==> src/rtl/op_pkg.sv <==
// Shared op code definitions for op_queue and the downstream op decoder.
package op_pkg;

  localparam int unsigned OP_W = 4;

  typedef logic [OP_W-1:0] op_t;

  localparam op_t OP_NOP     = 4'b0000;
  localparam op_t OP_WRITE_A = 4'b0001;
  localparam op_t OP_WRITE_B = 4'b0010;
  localparam op_t OP_READ_C  = 4'b0011;

endpackage

==> src/rtl/op_fifo_mem.sv <==
// Circular op storage: DEPTH x OP_W memory with wrapping pointers and an occupancy count.
module op_fifo_mem
  import op_pkg::*;
#(
  parameter int unsigned DEPTH = 4
) (
  input  logic                     clk,
  input  logic                     rst,
  input  logic                     i_push,
  input  logic                     i_pop,
  input  op_t                      i_wr_data,
  output op_t                      o_rd_data,
  output logic [$clog2(DEPTH):0]   o_count
);

  localparam int unsigned PW = $clog2(DEPTH);
  localparam int unsigned CW = PW + 1;

  op_t             r_mem [DEPTH];
  logic [PW-1:0]   r_wr_ptr;
  logic [PW-1:0]   r_rd_ptr;
  logic [CW-1:0]   r_count;

  // DEPTH is a power of two, so pointers wrap by plain overflow.
  always_ff @(posedge clk or posedge rst) begin
    if (rst) begin
      r_wr_ptr <= '0;
      r_rd_ptr <= '0;
      r_count  <= '0;
    end else begin
      if (i_push) r_wr_ptr <= r_wr_ptr + PW'(1);
      if (i_pop)  r_rd_ptr <= r_rd_ptr + PW'(1);
      unique case ({i_push, i_pop})
        2'b10:   r_count <= r_count + CW'(1);
        2'b01:   r_count <= r_count - CW'(1);
        default: r_count <= r_count;
      endcase
    end
  end

  always_ff @(posedge clk) begin
    if (i_push) r_mem[r_wr_ptr] <= i_wr_data;
  end

  assign o_rd_data = r_mem[r_rd_ptr];
  assign o_count   = r_count;

endmodule

==> src/rtl/op_queue.sv <==
// Op issue queue feeding the op decoder; registered X-free op_code with stall hold and NOP fill.
// Build option: define OP_QUEUE_BYPASS_EN for a 1-edge empty-queue bypass path.
module op_queue
  import op_pkg::*;
#(
  parameter int unsigned DEPTH    = 4,
  parameter op_t         NOP_CODE = OP_NOP
) (
  input  logic                     clk,
  input  logic                     rst,
  input  logic                     in_valid,
  input  op_t                      in_op,
  output logic                     in_ready,
  input  logic                     stall,
  output op_t                      op_code,
  output logic                     op_valid,
  output logic [$clog2(DEPTH):0]   count,
  output logic                     overflow
);

  localparam int unsigned CW = $clog2(DEPTH) + 1;

  logic          w_push;
  logic          w_issue;
  logic          w_bypass;
  logic          w_store;
  logic          w_empty;
  op_t           w_rd_data;
  logic [CW-1:0] w_count;

  op_t           r_op_code;
  logic          r_op_valid;
  logic          r_overflow;

  // Readiness comes from the registered count only; a same-cycle pop does not free a slot.
  assign in_ready = (w_count < CW'(DEPTH));
  assign w_empty  = (w_count == '0);
  assign w_push   = in_valid && in_ready;
  assign w_issue  = !stall && !w_empty;

`ifdef OP_QUEUE_BYPASS_EN
  assign w_bypass = w_push && w_empty && !stall;
`else
  assign w_bypass = 1'b0;
`endif

  assign w_store = w_push && !w_bypass;

  op_fifo_mem #(
    .DEPTH(DEPTH)
  ) u_mem (
    .clk       (clk),
    .rst       (rst),
    .i_push    (w_store),
    .i_pop     (w_issue),
    .i_wr_data (in_op),
    .o_rd_data (w_rd_data),
    .o_count   (w_count)
  );

  always_ff @(posedge clk or posedge rst) begin
    if (rst) begin
      r_op_code  <= NOP_CODE;
      r_op_valid <= 1'b0;
    end else if (!stall) begin
      if (w_issue) begin
        r_op_code  <= w_rd_data;
        r_op_valid <= 1'b1;
      end else if (w_bypass) begin
        r_op_code  <= in_op;
        r_op_valid <= 1'b1;
      end else begin
        r_op_code  <= NOP_CODE;
        r_op_valid <= 1'b0;
      end
    end
  end

  always_ff @(posedge clk or posedge rst) begin
    if (rst) begin
      r_overflow <= 1'b0;
    end else if (in_valid && !in_ready) begin
      r_overflow <= 1'b1;
    end
  end

  assign op_code  = r_op_code;
  assign op_valid = r_op_valid;
  assign count    = w_count;
  assign overflow = r_overflow;

endmodule

==> config.mk <==
export PLATFORM = sky130hd
export DESIGN_NAME = op_queue
export DESIGN_NICKNAME = d
export VERILOG_FILES = /design/src/rtl/op_pkg.sv /design/src/rtl/op_fifo_mem.sv /design/src/rtl/op_queue.sv
export SDC_FILE = /design/constraint.sdc
export NUM_CORES = 1
export LEC_CHECK = 0
export ABC_CLOCK_PERIOD_IN_PS = 2220
export CORE_ASPECT_RATIO = 0.75
export CORE_MARGIN = 4
export CORE_UTILIZATION = 45
export CTS_CLUSTER_DIAMETER = 100
export DETAILED_ROUTE_END_ITERATION = 8
export HOLD_SLACK_MARGIN = 0.06
export PLACE_DENSITY = 0.68
export RECOVER_POWER = 100
export SYNTH_ARGS = -nofsm -noshare
export SYNTH_HDL_FRONTEND = slang
export SYNTH_SLANG_ARGS = --single-unit
==> constraint.sdc <==
create_clock -name clk -period 2.22 [get_ports clk]
set_input_delay 0.555 -clock clk [delete_from_list [all_inputs] [get_ports clk]]
set_output_delay 0.555 -clock clk [all_outputs]
set_load 0.05 [all_outputs]
-- Word-level counts from Yosys, hierarchy flattened
Memories as Yosys holds them, arrays and structs flattened.
Index checks and enable logic that the tools add are counted.
Widths: inputs -> output; s select.
- bits in registers: 13
- bits in latches: 0
- bits in writable memories: 16
- memory bits (read-only): 0
- memories kept: 1
- $add $sub $neg: 4
- multipliers: 0
- div/mod/pow operators: 0
- magnitude comparators: 1
- equal/unequal tests: 2
- shift-type cells: 0
- multiplexer cells: 5
- bitwise gates (word level): 0
- reduce and logical (&&, ||, !) cells: 8
- memories (name ; words ; bits a word ; read ports ; clocked after memory_dff ; wr ports ; line ; source):
    u_mem.r_mem ; 4 ; 4 ; 1 ; 0 ; 1 ; op_fifo_mem.sv:19 ; op_t r_mem [DEPTH];
- operators by type and width (operator ; count):
    $pmux 3 s2 ; 1
    $add 2x1->2 const B ; 2
    $mux 4 ; 1
    $add 3x1->3 const B ; 1
    $logic_and 1x1->1 ; 3
    $logic_not 1->1 ; 3
    $logic_not 3->1 ; 1
    $lt 3x3->1 const B ; 1
    $mux 1 ; 3
    $sub 3x1->3 const B ; 1
    $eq 2x1->1 const B ; 1
    $eq 2x2->1 const B ; 1
    $reduce_bool 2->1 ; 1

-- Depth between registers and ports, before layout
- depth in word-level cells: 5
- mapped depth: 9

-- Cells and area by module
From an unflattened synthesis, not the netlist that was laid out.
- cells, all modules: 77
- area, all modules: 1236.2 sq um
- by module, submodules not included (module ; instances ; cells each ; area an instance (sq um)):
    op_fifo_mem ; 1 ; 53 ; 959.7
    op_queue ; 1 ; 24 ; 276.5

-- Least setup slack after synthesis
Ideal clock, no wire load.
- path type: register to register
- start point: reg u_mem.r_count[2], in the netlist u_mem.o_count[2]
- end point: reg u_mem.r_count[2], in the netlist u_mem.o_count[2]
- arrival: 1998 ps
- data required time: 2081 ps
- slack: 82 ps
- stages on the path, launching flop included: 9
- buffers on the path: 0
- period minus slack after synthesis: 2138 ps
- cell sequence: dfrtp_1 -> nor3_1 -> nor2_2 -> ha_1 -> inv_1 -> fa_1 -> xor2_1 -> nor2_1 -> xnor2_1
- word-level cells in the longest chain between the ends: 5
- elaborated cells between the ends (all ways): 11
- classes of those cells: 2 x add/sub; 1 x order compare; 2 x eq/ne; 1 x mux; 5 x reduce/logical
- ends and longest elaborated chain (what ; line ; source):
    start, declared ; op_fifo_mem.sv:22 ; logic [CW-1:0] r_count;
    start signal, assigned ; op_fifo_mem.sv:34 ; 2'b10: r_count <= r_count + CW'(1);
    start signal, assigned ; op_fifo_mem.sv:35 ; 2'b01: r_count <= r_count - CW'(1);
    start signal, assigned ; op_fifo_mem.sv:36 ; default: r_count <= r_count;
    $logic_not 3->1 (*) ; op_queue.sv:37 ; assign w_empty = (w_count == '0);
    $logic_not 1->1 (*) ; op_queue.sv:39 ; assign w_issue = !stall && !w_empty;
    $logic_and 1x1->1 (*) ; op_queue.sv:39 ;
    via u_mem.i_pop ; op_fifo_mem.sv:10 ; input logic i_pop,
    $eq 2x1->1 / $eq 2x2->1 (equally long branches) ; op_fifo_mem.sv:33 ; unique case ({i_push, i_pop})
    $pmux 3 s2 / $reduce_bool 2->1 (equally long branches) ; n/a ;
Mark *: on every way through the listed nets, which the timed path passes. The rest lies on a longest branch.
A chain may end at the register's enable or synchronous reset.

-- Worst setup path in the final report
- start point: reg u_mem.r_count[2], in the netlist u_mem.o_count[2]
- end point: out count[2]
- RTL lines (what ; line ; source):
    end, declared ; op_queue.sv:17 ; output logic [$clog2(DEPTH):0] count,
No word-level cell between the ends.

==> impl_metrics.yaml <==
finish:
  nets: 113
  syn2layout_area_growth_pct: 21.97
  layout-drive-gt1-share_pct: 13.00
  diodes: 0
  final_cell_mix: "edfxtp_1, dlygate4sd3_1, dfrtp_1, inv_1, clkbuf_1"
  mostFrequentLayoutCell: "edfxtp_1"
  fillers: 185
  design_area_mm2: 0.001473
clock_network:
  holdBufCountCts: 0
  cts_resized: 0
  clkSinkCount: 29
  post_cts.repair.setup_buffers: 0
  clk_pin_slew_ns: 0.09
  cts_buffer_depth: 2
  htreeDepth: 2
  numCtsBuffers: 5
  cts_tree: "done"
  root_buffer: "clkbuf_4"
  clock_latency_ns: 0.31
logic_synthesis:
  synth_nets: 88
  synthDistinctLibCells: 21
  synthTopCellsByArea: "edfxtp_1, dfrtp_1, mux4_2"
  syn_area_per_cell_um2: 16.32
  yosys_register_bits: 29
  yosysTopAreaCell: "edfxtp_1"
  synth_area_mm2: 0.001207
  syn_inst: 74
  synth_top_area_share_pct: 39.79
  ys_warn_count: 0
  yosysSeqAreaShare_pct: 66.74
timing:
  worstMarginPinSlew_ns: 0.5939
  period_needed_ns: 2.138
  hold_viol_final: 0
  setup_ws_ns: 0.08171
  timing.fmax_mhz: 467.7
  maxSlewViolCount: 0
  slew_headroom_pct: 60.57
  fin_worst_skew_ns: 0.01010
  rsz0062_at_grt: "no"
  finalSetupViolations: 0
  fin_crit_sh_pct: 96.32
die:
  core-area_mm2: 0.002421
  ios: 18
  rows: 15
  start_util_pct: 49.87
  design.die.area_mm2: 0.003584
  die_h_um: 52.86
  fp.dieW_um: 67.81
placement:
  portBuffers: 17
  hpwl_um: 1378
  dp_worst_setup_slack_ns: -0.03846
  placed_area_mm2: 0.001429
  place_congestion: 0.7743
worst_setup_path:
  cp-start-kind: "register"
  crit_required_ns: 1.66
  crit_type: "register to output pin"
  arrival_ns: 1.58
  critPathTopFamily: "buffers and inverters"
  crit_slowest_cell: "clkdlybuf4s50_1"
  max_stage_delay_ns: 0.84
  critPathBufInv: 1
  path_cells: "clkdlybuf4s50_1"
  endpoint_kind: "output pin"
  cp_max_fo: 5
route:
  drtPass1Iterations: 4
  routed_wl_um: 1797
  detail_route.wl_per_cell_um: 13.41
  viasPerCell: 4.582
  drtIter0Drc: 34
  ant_nets: 0
  drc: 0
  vias: 614
global_route:
  grt_max_degree: 14
  grt_pass1_wl_um: 2987
  grt_usage_pct: 12.13
  grt_pass1_vias: 606
  antenna_found_initial: 0
  grt_overflow: 0
hold_path:
  hold_path.class: "register to register"
power:
  peakVddDrop_v: 0.0005238
  p_per_area_mw_per_mm2: 1360
  p_leak_nw: 0.5848
run_status:
  status: "finished clean"
job:
  drv_cap: 0
## metal layers
metal | track usage [%] | part of all wire [%]
met1 | 16.94 | 51
met2 | 16.96 | 44
met3 | 4.459 | 4.6
met4 | 4.950 | 0
met5 | 0 | 0
## flip-flops by register name (all words and copies together) (netlist names)
register,cells
u_mem.r_rd_ptr,2
u_mem.o_count,3
overflow,1
u_mem.r_wr_ptr,2
op_valid,1
op_code,4
u_mem.r_mem,16
## report_power, final
part | switching [mW] | internal (mW)
clock network | 0.163 | 0.156
logic | 0.503 | 0.339
registers | 0.121 | 0.722
total | 0.786 | 1.22
## logic make-up after synthesis
kind of cell / after synthesis / share of synthesized area (%)
multiplexers: 5 / 8.290
AND/OR/NAND/NOR: 10 / 5.181
AO/OA/AOI/OAI: 7 / 4.559
XOR/XNOR: 6 / 4.353
flip-flops: 29 / 66.74
buffers and inverters: 11 / 4.042
adder cells (fa/ha/maj): 6 / 6.839
## final cells by class
cell class	instances	area, um2	area share [%]
inverters	8	30.03	2.039
multi-input cells	34	352.8	23.96
flip-flops and latches	29	805.8	54.72
well taps	34	42.54	2.889
repair buffers	21	182.7	12.40
clock buffers	8	58.81	3.993
## cells in the mapped netlist
library cell	instances
a21o_1	2
xor2_1	3
a22o_1	4
nand2_1	1
buf_6	1
edfxtp_1	16
dfrtp_1	13
nor2b_1	1
and2_1	4
xnor2_1	3
nor2_1	1
mux2i_1	1
nor3b_2	1
clkbuf_1	2
nor2_2	1
mux4_2	4
fa_1	1
ha_1	5
o21ai_0	1
inv_1	8
nor3_1	1
## worst paths after layout
check	slack, ns	cells after the start	end	startpoint
worst max-delay path	0.08	1	count[2]	u_mem.o_count[2]
min in group asynchronous	0.70	2	u_mem.o_count[1]	rst
max in group asynchronous	1.18	2	op_code[1]	rst
worst max register to register	0.42	6	u_mem.o_count[1]	u_mem.o_count[2]
worst min register to register	0.46	1	overflow	overflow
worst min-delay path	0.46	1	overflow	overflow
## metrics by stage
step                power (mW)   TNS (ns)  hold WS [ns]  instances  utilization (%)
floorplan                1.491          0        0.4320         74                -
global placement         1.740  -0.009946        0.4398        126            59.02
detailed placement       1.750   -0.03846        0.4541        126            59.02
CTS                      2.070          0        0.4720        134            61.45
global route             2.141          0        0.4875        134            60.83
finish                   2.003          0        0.4589        134            60.83
Note: power is estimated with default switching activity, not from simulation.
